### config.mk
export PLATFORM = sky130hd
export DESIGN_NAME = uart_tx_arbiter_flat
export DESIGN_NICKNAME = d
export VERILOG_FILES = /design/src/rtl/uart_tx_arbiter_pkg.sv /design/src/rtl/uart_tx_arbiter_if.sv /design/src/rtl/uart_tx_arbiter_rr_pick.sv /design/src/rtl/uart_tx_arbiter.sv /design/src/flat_wrapper.sv
export SDC_FILE = /design/constraint.sdc
export NUM_CORES = 1
export LEC_CHECK = 0
export CAP_MARGIN = 20
export CORE_ASPECT_RATIO = 0.8
export CORE_MARGIN = 2
export CORE_UTILIZATION = 55
export DETAILED_ROUTE_END_ITERATION = 16
export PLACE_DENSITY = 0.95
export SLEW_MARGIN = 20
export SYNTH_ARGS = -nofsm -noshare
export SYNTH_HDL_FRONTEND = slang
export SYNTH_SLANG_ARGS = --single-unit
### constraint.sdc
create_clock -name clk -period 5.8 [get_ports clk]
set_clock_uncertainty 0.1 [all_clocks]
set_input_delay 0.87 -clock clk [delete_from_list [all_inputs] [get_ports clk]]
set_output_delay 0.87 -clock clk [all_outputs]
set_load 0.05 [all_outputs]
### src/rtl/uart_tx_arbiter_pkg.sv
// uart_tx_arbiter_pkg: state encoding, default timeout and grant-index sizing shared by the arbiter files
package uart_tx_arbiter_pkg;
    typedef enum logic [1:0] {IDLE, LOAD, WAIT_BUSY, WAIT_DONE} state_t;
    localparam int DEFAULT_TIMEOUT = 400000;
    function automatic int grant_w(input int n);
        return n > 1 ? $clog2(n) : 1;
    endfunction
endpackage

### src/rtl/uart_tx_arbiter_if.sv
// uart_tx_arbiter_if: start/data/busy/done link between the arbiter and a single uart_tx
interface uart_tx_arbiter_if;
    logic       tx_start;
    logic [7:0] tx_data;
    logic       tx_busy;
    logic       tx_done;
    modport master (output tx_start, tx_data, input tx_busy, tx_done);
    modport slave (input tx_start, tx_data, output tx_busy, tx_done);
endinterface

### src/rtl/uart_tx_arbiter_rr_pick.sv
// rr_pick: combinational round-robin search starting just after the last winner
module rr_pick
    import uart_tx_arbiter_pkg::*;
#(
    parameter int N = 4,
    parameter int W = grant_w(N)
) (
    input  logic [N-1:0] req,
    input  logic [W-1:0] last,
    output logic [W-1:0] idx,
    output logic         any
);
    logic [W:0]   sh;
    logic [N-1:0] rot;
    assign sh  = {1'b0, last} + 1'b1;
    assign rot = N'({req, req} >> sh);
    assign any = |req;
    always_comb begin
        idx = '0;
        // rot[0] is the requester right after last; scan downward so the lowest set bit wins
        for (int k = N - 1; k >= 0; k--)
            if (rot[k]) idx = W'((int'(last) + 1 + k) % N);
    end
endmodule

### src/rtl/uart_tx_arbiter.sv
// uart_tx_arbiter: round-robin sharing of one uart_tx among NREQ byte requesters,
// with a busy/done watchdog that abandons a stalled frame.
module uart_tx_arbiter
    import uart_tx_arbiter_pkg::*;
#(
    parameter int NREQ    = 4,
    parameter int TIMEOUT = DEFAULT_TIMEOUT,
    localparam int W      = grant_w(NREQ)
) (
    input  logic                 clk,
    input  logic                 rst,
    input  logic                 en,
    input  logic [NREQ-1:0]      req_valid,
    input  logic [8*NREQ-1:0]    req_data,
    output logic [NREQ-1:0]      req_ready,
    uart_tx_arbiter_if.master    uart,
    output logic [W-1:0]         grant_id,
    output logic                 done,
    output logic                 err
);
    state_t       state, state_nx;
    logic [W-1:0] last, win;
    logic [31:0]  cnt;
    logic [7:0]   lane [NREQ];
    logic         any, grant, waiting, fin, tmo;

    rr_pick #(.N(NREQ), .W(W)) u_pick (.req(req_valid), .last(last), .idx(win), .any(any));

    always_comb begin
        for (int i = 0; i < NREQ; i++) lane[i] = req_data[8*i +: 8];
    end

    // done/err block the grant so an idle cycle always follows frame completion
    always_comb begin
        waiting  = state == WAIT_BUSY || state == WAIT_DONE;
        grant    = state == IDLE && en && any && !done && !err;
        fin      = waiting && uart.tx_done;
        tmo      = waiting && !fin && !(state == WAIT_BUSY && uart.tx_busy) && cnt >= 32'(TIMEOUT - 1);
        state_nx = state;
        case (state)
            IDLE:      state_nx = grant ? LOAD : IDLE;
            LOAD:      state_nx = WAIT_BUSY;
            WAIT_BUSY: state_nx = fin || tmo ? IDLE : uart.tx_busy ? WAIT_DONE : WAIT_BUSY;
            WAIT_DONE: state_nx = fin || tmo ? IDLE : WAIT_DONE;
            default:   state_nx = IDLE;
        endcase
    end

    always_ff @(posedge clk or negedge rst) begin
        if (!rst) begin
            state         <= IDLE;
            last          <= W'(NREQ - 1);
            grant_id      <= '0;
            cnt           <= '0;
            uart.tx_data  <= '0;
            uart.tx_start <= 1'b0;
            req_ready     <= '0;
            done          <= 1'b0;
            err           <= 1'b0;
        end else begin
            state         <= state_nx;
            cnt           <= state == LOAD ? '0 : waiting ? cnt + 1'b1 : cnt;
            uart.tx_start <= grant;
            req_ready     <= grant ? NREQ'(1) << win : '0;
            done          <= fin;
            err           <= tmo;
            if (grant) begin
                grant_id     <= win;
                uart.tx_data <= lane[win];
            end
            if (fin || tmo) last <= grant_id;
        end
    end
endmodule

### src/flat_wrapper.sv
// flat-port wrapper written by rule: the top's interface ports become plain ports
module uart_tx_arbiter_flat import uart_tx_arbiter_pkg::*;
#(
    parameter int NREQ    = 4,
    parameter int TIMEOUT = DEFAULT_TIMEOUT,
    localparam int W      = grant_w(NREQ)
)
  (clk, rst, en, req_valid, req_data, req_ready, grant_id, done, err, uart_tx_start, uart_tx_data, uart_tx_busy, uart_tx_done);
  uart_tx_arbiter_if uart_i ();
  input  logic clk;
  input  logic rst;
  input  logic en;
  input  logic [NREQ-1:0] req_valid;
  input  logic [8*NREQ-1:0] req_data;
  output logic [NREQ-1:0] req_ready;
  output logic [W-1:0] grant_id;
  output logic done;
  output logic err;
  output wire logic [$bits(uart_i.tx_start)-1:0] uart_tx_start;
  output wire logic [$bits(uart_i.tx_data)-1:0] uart_tx_data;
  input wire logic [$bits(uart_i.tx_busy)-1:0] uart_tx_busy;
  input wire logic [$bits(uart_i.tx_done)-1:0] uart_tx_done;
  assign uart_tx_start = uart_i.tx_start;
  assign uart_tx_data = uart_i.tx_data;
  assign uart_i.tx_busy = uart_tx_busy;
  assign uart_i.tx_done = uart_tx_done;
  uart_tx_arbiter #(.NREQ(NREQ), .TIMEOUT(TIMEOUT)) u_core (.clk(clk), .rst(rst), .en(en), .req_valid(req_valid), .req_data(req_data), .req_ready(req_ready), .uart(uart_i), .grant_id(grant_id), .done(done), .err(err));
endmodule
==> results of run 1 <==
-- flip-flops by register name (all words and copies together), names as in the netlist --
name,count
u_core.cnt,32
u_core.uart.tx_data,8
u_core.req_ready,4
u_core.grant_id,2
u_core.last,2
u_core.state,2
u_core.done,1
u_core.err,1
u_core.uart.tx_start,1
-- power groups by stage --
| stage | Sequential, uW | Clock, uW | Combinational, uW |
|---|---|---|---|
| 2_1_floorplan | 634 | 0 | 215 |
| 3_3_place_gp | 506 | 0 | 499 |
| 3_5_place_dp | 510 | 0 | 513 |
| 4_1_cts | 505 | 259 | 515 |
| 5_1_grt | 514 | 283 | 548 |
| 6_report | 506 | 260 | 512 |
-- critical path: stages --
cell and delay [ps]:
clkdlybuf4s50_1 570, nor4_1 70, nand4b_1 490, inv_1 320, nand3_1 330, a211oi_1 350
a211oi_1 90
-- logic make-up (layout without fill, tap and decap cells) --
logic type / after synthesis / count (layout)
buf+inv: 20 / 77
fa+ha+maj: 1 / 1
mux: 27 / 27
compound gates: 65 / 65
flops: 53 / 53
simple gates: 110 / 110
-- through the flow --
stage	worst slack (ps)	power (uW)	hold slack (ps)	util, %
after floorplan	3650	849	352	-
after global placement	2740	1010	373	71.0
after detailed placement	2510	1020	378	71.0
after CTS	2830	1280	395	73.5
after global routing	2660	1350	429	73.5
final	2810	1280	407	73.5
-- cell usage in the layout, fill, tap and decap left out, drive strengths merged, types with 5 or more instances in the layout --
cell type      count
nand2             36
a21oi              6
nor2              13
nand4              6
nor4               6
clkbuf             7
o21ai             13
o31ai             14
clkdlybuf4s50     56
o211ai            13
dfrtp             51
inv               11
mux2i             24
and3               6
nand3             19
o221ai             6
nand2b             5
a211oi             6
-- final cells by class --
| type | count | area [um^2] |
|---|---|---|
| Clock buffer | 7 | 86.3 |
| Sequential cell | 53 | 1330 |
| Fill cell | 326 | 1240 |
| Multi-Input combinational cell | 203 | 1310 |
| Timing Repair Buffer | 58 | 573 |
| Inverter | 11 | 41.3 |
| Clock inverter | 1 | 30.0 |
| Tap cell | 60 | 75.1 |
-- how the worst max path moves through the flow --
| stage | from | end | cells after the start |
|---|---|---|---|
| after CTS | req_valid[3] | u_core.uart.tx_data[6] | 7 |
| after detailed placement | req_valid[3] | u_core.uart.tx_data[6] | 7 |
| final | req_valid[3] | u_core.uart.tx_data[6] | 7 |
| after floorplan | req_valid[2] | u_core.uart.tx_data[2] | 7 |
| after global placement | req_valid[3] | u_core.uart.tx_data[6] | 7 |
| after global routing | req_valid[3] | u_core.uart.tx_data[6] | 7 |
-- metal layers --
metal  global-route usage [%]  vias to the layer above  wire length [um]  part of all wire, %
met3                     7.86                       20               429                  6.2
met5                        0                        -                 0                    0
li1                         -                     1146                 -                    -
met1                     34.4                     1151              2790                   40
met4                     10.9                        0               174                  2.5
met2                     43.1                       81              3520                   51
==> impl_metrics.toml, run 1 <==
[sta]
slew_violations = 0
finalSetupViolations = 0
min_period_ps = 2990
relSlewSlack_pct = 33.5
fin_setup_tns_ps = 0
rsz0062_at_grt = "false"
fmax_ghz = 0.334
worst_pin_slew_ps = 997
hold_violations = 0
fin_crit_sh_pct = 51.6

[power_and_ir_drop]
intPower_uw = 771
p_seq_share_pct = 39.6
pwr_density_cell_nw_per_um2 = 372
p_sw_uw = 507
clockPowerShare_pct = 20.3
p_leak_uw = 0.00150
switching_share_pct = 39.7
ir_drop_v = 0.000313
combPwrFrac_pct = 40.1

[finish]
stdcell_area_um2 = 3440
nNetsFinal = 374
final_cells = 393
antennaDiodeCount = 0
syn_to_final_growth_pct = 26.5
drive_gt1_share_pct = 5.41

[clocking]
cts_buffers = 5
ctsLongestPathBuffers = 2
holdBufCountCts = 0
cts_tree = "built"
post_cts_resized = 0
clock_latency_ps = 300
clkTransAtPathRegs_ps = 100
cts_htree_levels = 2
cts_root_buf = "clkbuf_8"
cts.sinks = 53
post_cts_buffers = 0

[placed_design]
dpl.hpwl_um = 5070
placedCellCount = 385
io_buffer_count = 57
routabilityCongestion = 0.818
placed_area_um2 = 3320

[critical_path]
r2r-start = "u_core.state[1]"
worst_ep_required_time_ps = 5880
rr_endpoint = "u_core.uart.tx_data[6]"
r2r_slack_ps = 3070
cp.arrival_ps = 3080
start_kind = "primary input"
critPathMaxFanout = 12
end_kind = "register"
ff2ff_path_depth = 6
crit_type = "primary input to register"

[synthesis]
synth_compound_area_share_pct = 16.5
yosys_warnings = 0
syn_inst = 276
seq_area_frac_synth_pct = 48.9
synth_area_leaders = "dfrtp_1 47%, mux2i_1 8.8%, nand2_1 5.0%"
yosysMostFrequentCell = "dfrtp_1"
synth-main-ff-cell = "dfrtp_1"
synth_top_family_by_area = "simple AND/OR/NAND/NOR gates"
ys_types = 41
synth_top_area_cell = "dfrtp_1"
async_reset_ff_share_pct = 100
synth_nets = 318
synth_fa_ha_area_share_pct = 0.460
synthTopCellsByCount = "51 x dfrtp_1, 36 x nand2_1, 24 x mux2i_1, 19 x nand3_1, 14 x o31ai_1"
synthMuxAreaShare_pct = 10.1
synthSimpleGateAreaFrac_pct = 20.9
synth_xor_area_share_pct = 0
syn_area_um2 = 2720
synth_edf_count = 0
yosysTopAreaCellShare_pct = 46.9
synth.avg_cell_area_um2 = 9.85
synth_seq_cells = 53

[detailed_routing]
drtAntennaViolNets = 0
drtIter0Drc = 186
drcViolationCount = 0
routed-via-count = 2398
vias_per_cell = 6.10
drt_wl_total_um = 6910
wire_per_inst_um = 17.6
firstDrtPassIters = 4

[floorplan]
start_util_pct = 58.1
die_x_um = 82.6
num_rows = 22
io_pins = 58
fp.dieH_um = 66.9
coreArea_um2 = 4680
die-area_um2 = 5530

[worst_hold_path]
worstHoldStart = "u_core.uart.tx_data[3]"
hp-class = "register to register"
holdPathEnd = "u_core.uart.tx_data[3]"
hold_depth = 2

[grt]
overflow = 0
grtUsageTotal_pct = 27.0
grt_pass1_vias = 2389
antenna_found_initial = 0
grt_max_degree = 54
grt_pass1_wl_um = 11000

[run]
drv_cap = 0

[status]
outcome = "complete, no violations"
Note: power is estimated with default switching activity, not from simulation.
==> inputs of run 2 (changes only) <==
--- a/config.mk
+++ b/config.mk
@@ -8,9 +8,9 @@
 export CAP_MARGIN = 20
 export CORE_ASPECT_RATIO = 0.8
 export CORE_MARGIN = 2
-export CORE_UTILIZATION = 55
+export CORE_UTILIZATION = 46
 export DETAILED_ROUTE_END_ITERATION = 16
-export PLACE_DENSITY = 0.95
+export PLACE_DENSITY = 0.88
 export SLEW_MARGIN = 20
 export SYNTH_ARGS = -nofsm -noshare
 export SYNTH_HDL_FRONTEND = slang
==> constraint.sdc (replaced) <==
create_clock -name clk -period 2.45 [get_ports clk]
set_clock_uncertainty 0.1 [all_clocks]
set_input_delay 0.3675 -clock clk [delete_from_list [all_inputs] [get_ports clk]]
set_output_delay 0.3675 -clock clk [all_outputs]
set_load 0.05 [all_outputs]
==> impl_metrics.toml, run 2 (synthesis results as in run 1) <==
[detailed_routing]
drtIter0Drc = 157
drcViolationCount = 0
firstDrtPassIters = 5
routed-via-count = 2367
drtAntennaViolNets = 0
vias_per_cell = 5.60
wire_per_inst_um = 15.3
drt_wl_total_um = 6450

[floorplan]
coreArea_um2 = 5820
die_x_um = 90.0
fp.dieH_um = 72.8
num_rows = 25
die-area_um2 = 6550
io_pins = 58
start_util_pct = 46.7

[finish]
final_cell_mix = "56 x clkdlybuf4s50_1, 51 x dfrtp_1, 36 x nand2_1"
syn_to_final_growth_pct = 29.7
final_common_cell = "clkdlybuf4s50_1"
nFillCells = 490
largest_reg_flops = 32
antennaDiodeCount = 0
top_register = "u_core.cnt"
top_regs = "u_core.cnt x32, u_core.uart.tx_data x8, u_core.req_ready x4"
nNetsFinal = 383
drive_gt1_share_pct = 7.60

[critical_path]
worst_ep_required_time_ps = 2560
crit_type = "register to register"
startpoint = "u_core.last[1]"
critPathMaxFanout = 10
cp.arrival_ps = 2170
r2r-start = "u_core.last[1]"
end_kind = "register"
start_kind = "register"

[sta]
worst_pin_slew_ps = 563
rsz0062_at_grt = "false"
fin_setup_tns_ps = 0
finalSetupViolations = 0
slew_violations = 0
fmax_ghz = 0.487
hold_violations = 0
setup_ws_ps = 396
fin_crit_sh_pct = 83.8
relSlewSlack_pct = 62.3
min_period_ps = 2050

[power_and_ir_drop]
pwr_density_cell_nw_per_um2 = 843
p_seq_share_pct = 39.6
combPwrFrac_pct = 43.5
p_sw_uw = 1200
ir_drop_v = 0.000577
intPower_uw = 1770
p_leak_uw = 0.00153
switching_share_pct = 40.3
clockPowerShare_pct = 16.9

[clocking]
cts_htree_levels = 2
holdBufCountCts = 1
cts_tree = "built"
clkTransAtPathRegs_ps = 80
cts_root_buf = "clkbuf_8"
clock_latency_ps = 310
post_cts_buffers = 0
ctsLongestPathBuffers = 2
cts.sinks = 53
cts_buffers = 5
post_cts_resized = 0

[grt]
overflow = 0
grt_pass1_vias = 2266
grtUsageTotal_pct = 20.1
top_usage_layer = "met2"
grt_pass1_wl_um = 10400
grt_max_degree = 54
grt_util_met3_pct = 3.72
use_met2_pct = 33.1
met1_usage_pct = 26.9
antenna_found_initial = 0

[placed_design]
dp_slack_ps = 155
routabilityCongestion = 0.824
dpl.hpwl_um = 4890
io_buffer_count = 57

[worst_hold_path]
hp-class = "register to register"
worstHoldStart = "u_core.cnt[15]"

[run]
drv_cap = 0

[status]
outcome = "complete, no violations"
==> run 2: path summary, 6_finish.rpt <==
kind | endpoint | slack [ps] | cells after the start
min reg2reg | u_core.cnt[15] | 400 | 1
max reg2reg | u_core.uart.tx_data[5] | 400 | 6
max | u_core.uart.tx_data[5] | 400 | 6
max in group asynchronous | u_core.last[0] | 1500 | 3
min in group asynchronous | u_core.cnt[26] | 470 | 3
min | u_core.cnt[15] | 400 | 1
==> run 2: critical path: stages (launching register included) <==
cell      delay [ps]
dfstp_2          610
mux2i_1          200
o22ai_1          140
a21o_1           190
buf_4            180
or2_2            320
o221ai_1         220
==> run 2: metrics by stage <==
stage | total power [uW] | util [%] | cells | hold slack, ps | instance area [um^2]
final | 2970 | 60.6 | 423 | 397 | 3530
after global routing | 3130 | 60.6 | 423 | 422 | 3530
after CTS | 2980 | 60.6 | 423 | 398 | 3530
after detailed placement | 2480 | 58.8 | 414 | 278 | 3420
after global placement | 2440 | 58.8 | 414 | 282 | 3420
after floorplan | 2010 | - | 276 | -28.1 | 2720
==> run 2: area by class of cell <==
cell class	instances	area [um^2]	share of cell area, %
flip-flops and latches	53	1330	37.7
multi-input cells	203	1310	37.0
repair buffers	67	656	18.6
well taps	81	101	2.87
clock buffers	7	86.3	2.45
inverters	11	41.3	1.17
clock inverters	1	7.51	0.213
==> run 2: metal layers <==
layer	wire, um	share of wire [%]
met2	3180	49
met5	0	0
met4	95	1.5
met1	2990	46
met3	179	2.8
==> run 2: power groups by stage <==
| stage | sequential, uW | clock (uW) | combinational, uW |
|---|---|---|---|
| 6_report | 1180 | 502 | 1290 |
| 5_1_grt | 1200 | 549 | 1380 |
| 4_1_cts | 1170 | 509 | 1300 |
| 3_5_place_dp | 1190 | 0 | 1290 |
| 3_3_place_gp | 1180 | 0 | 1260 |
| 2_1_floorplan | 1500 | 0 | 509 |
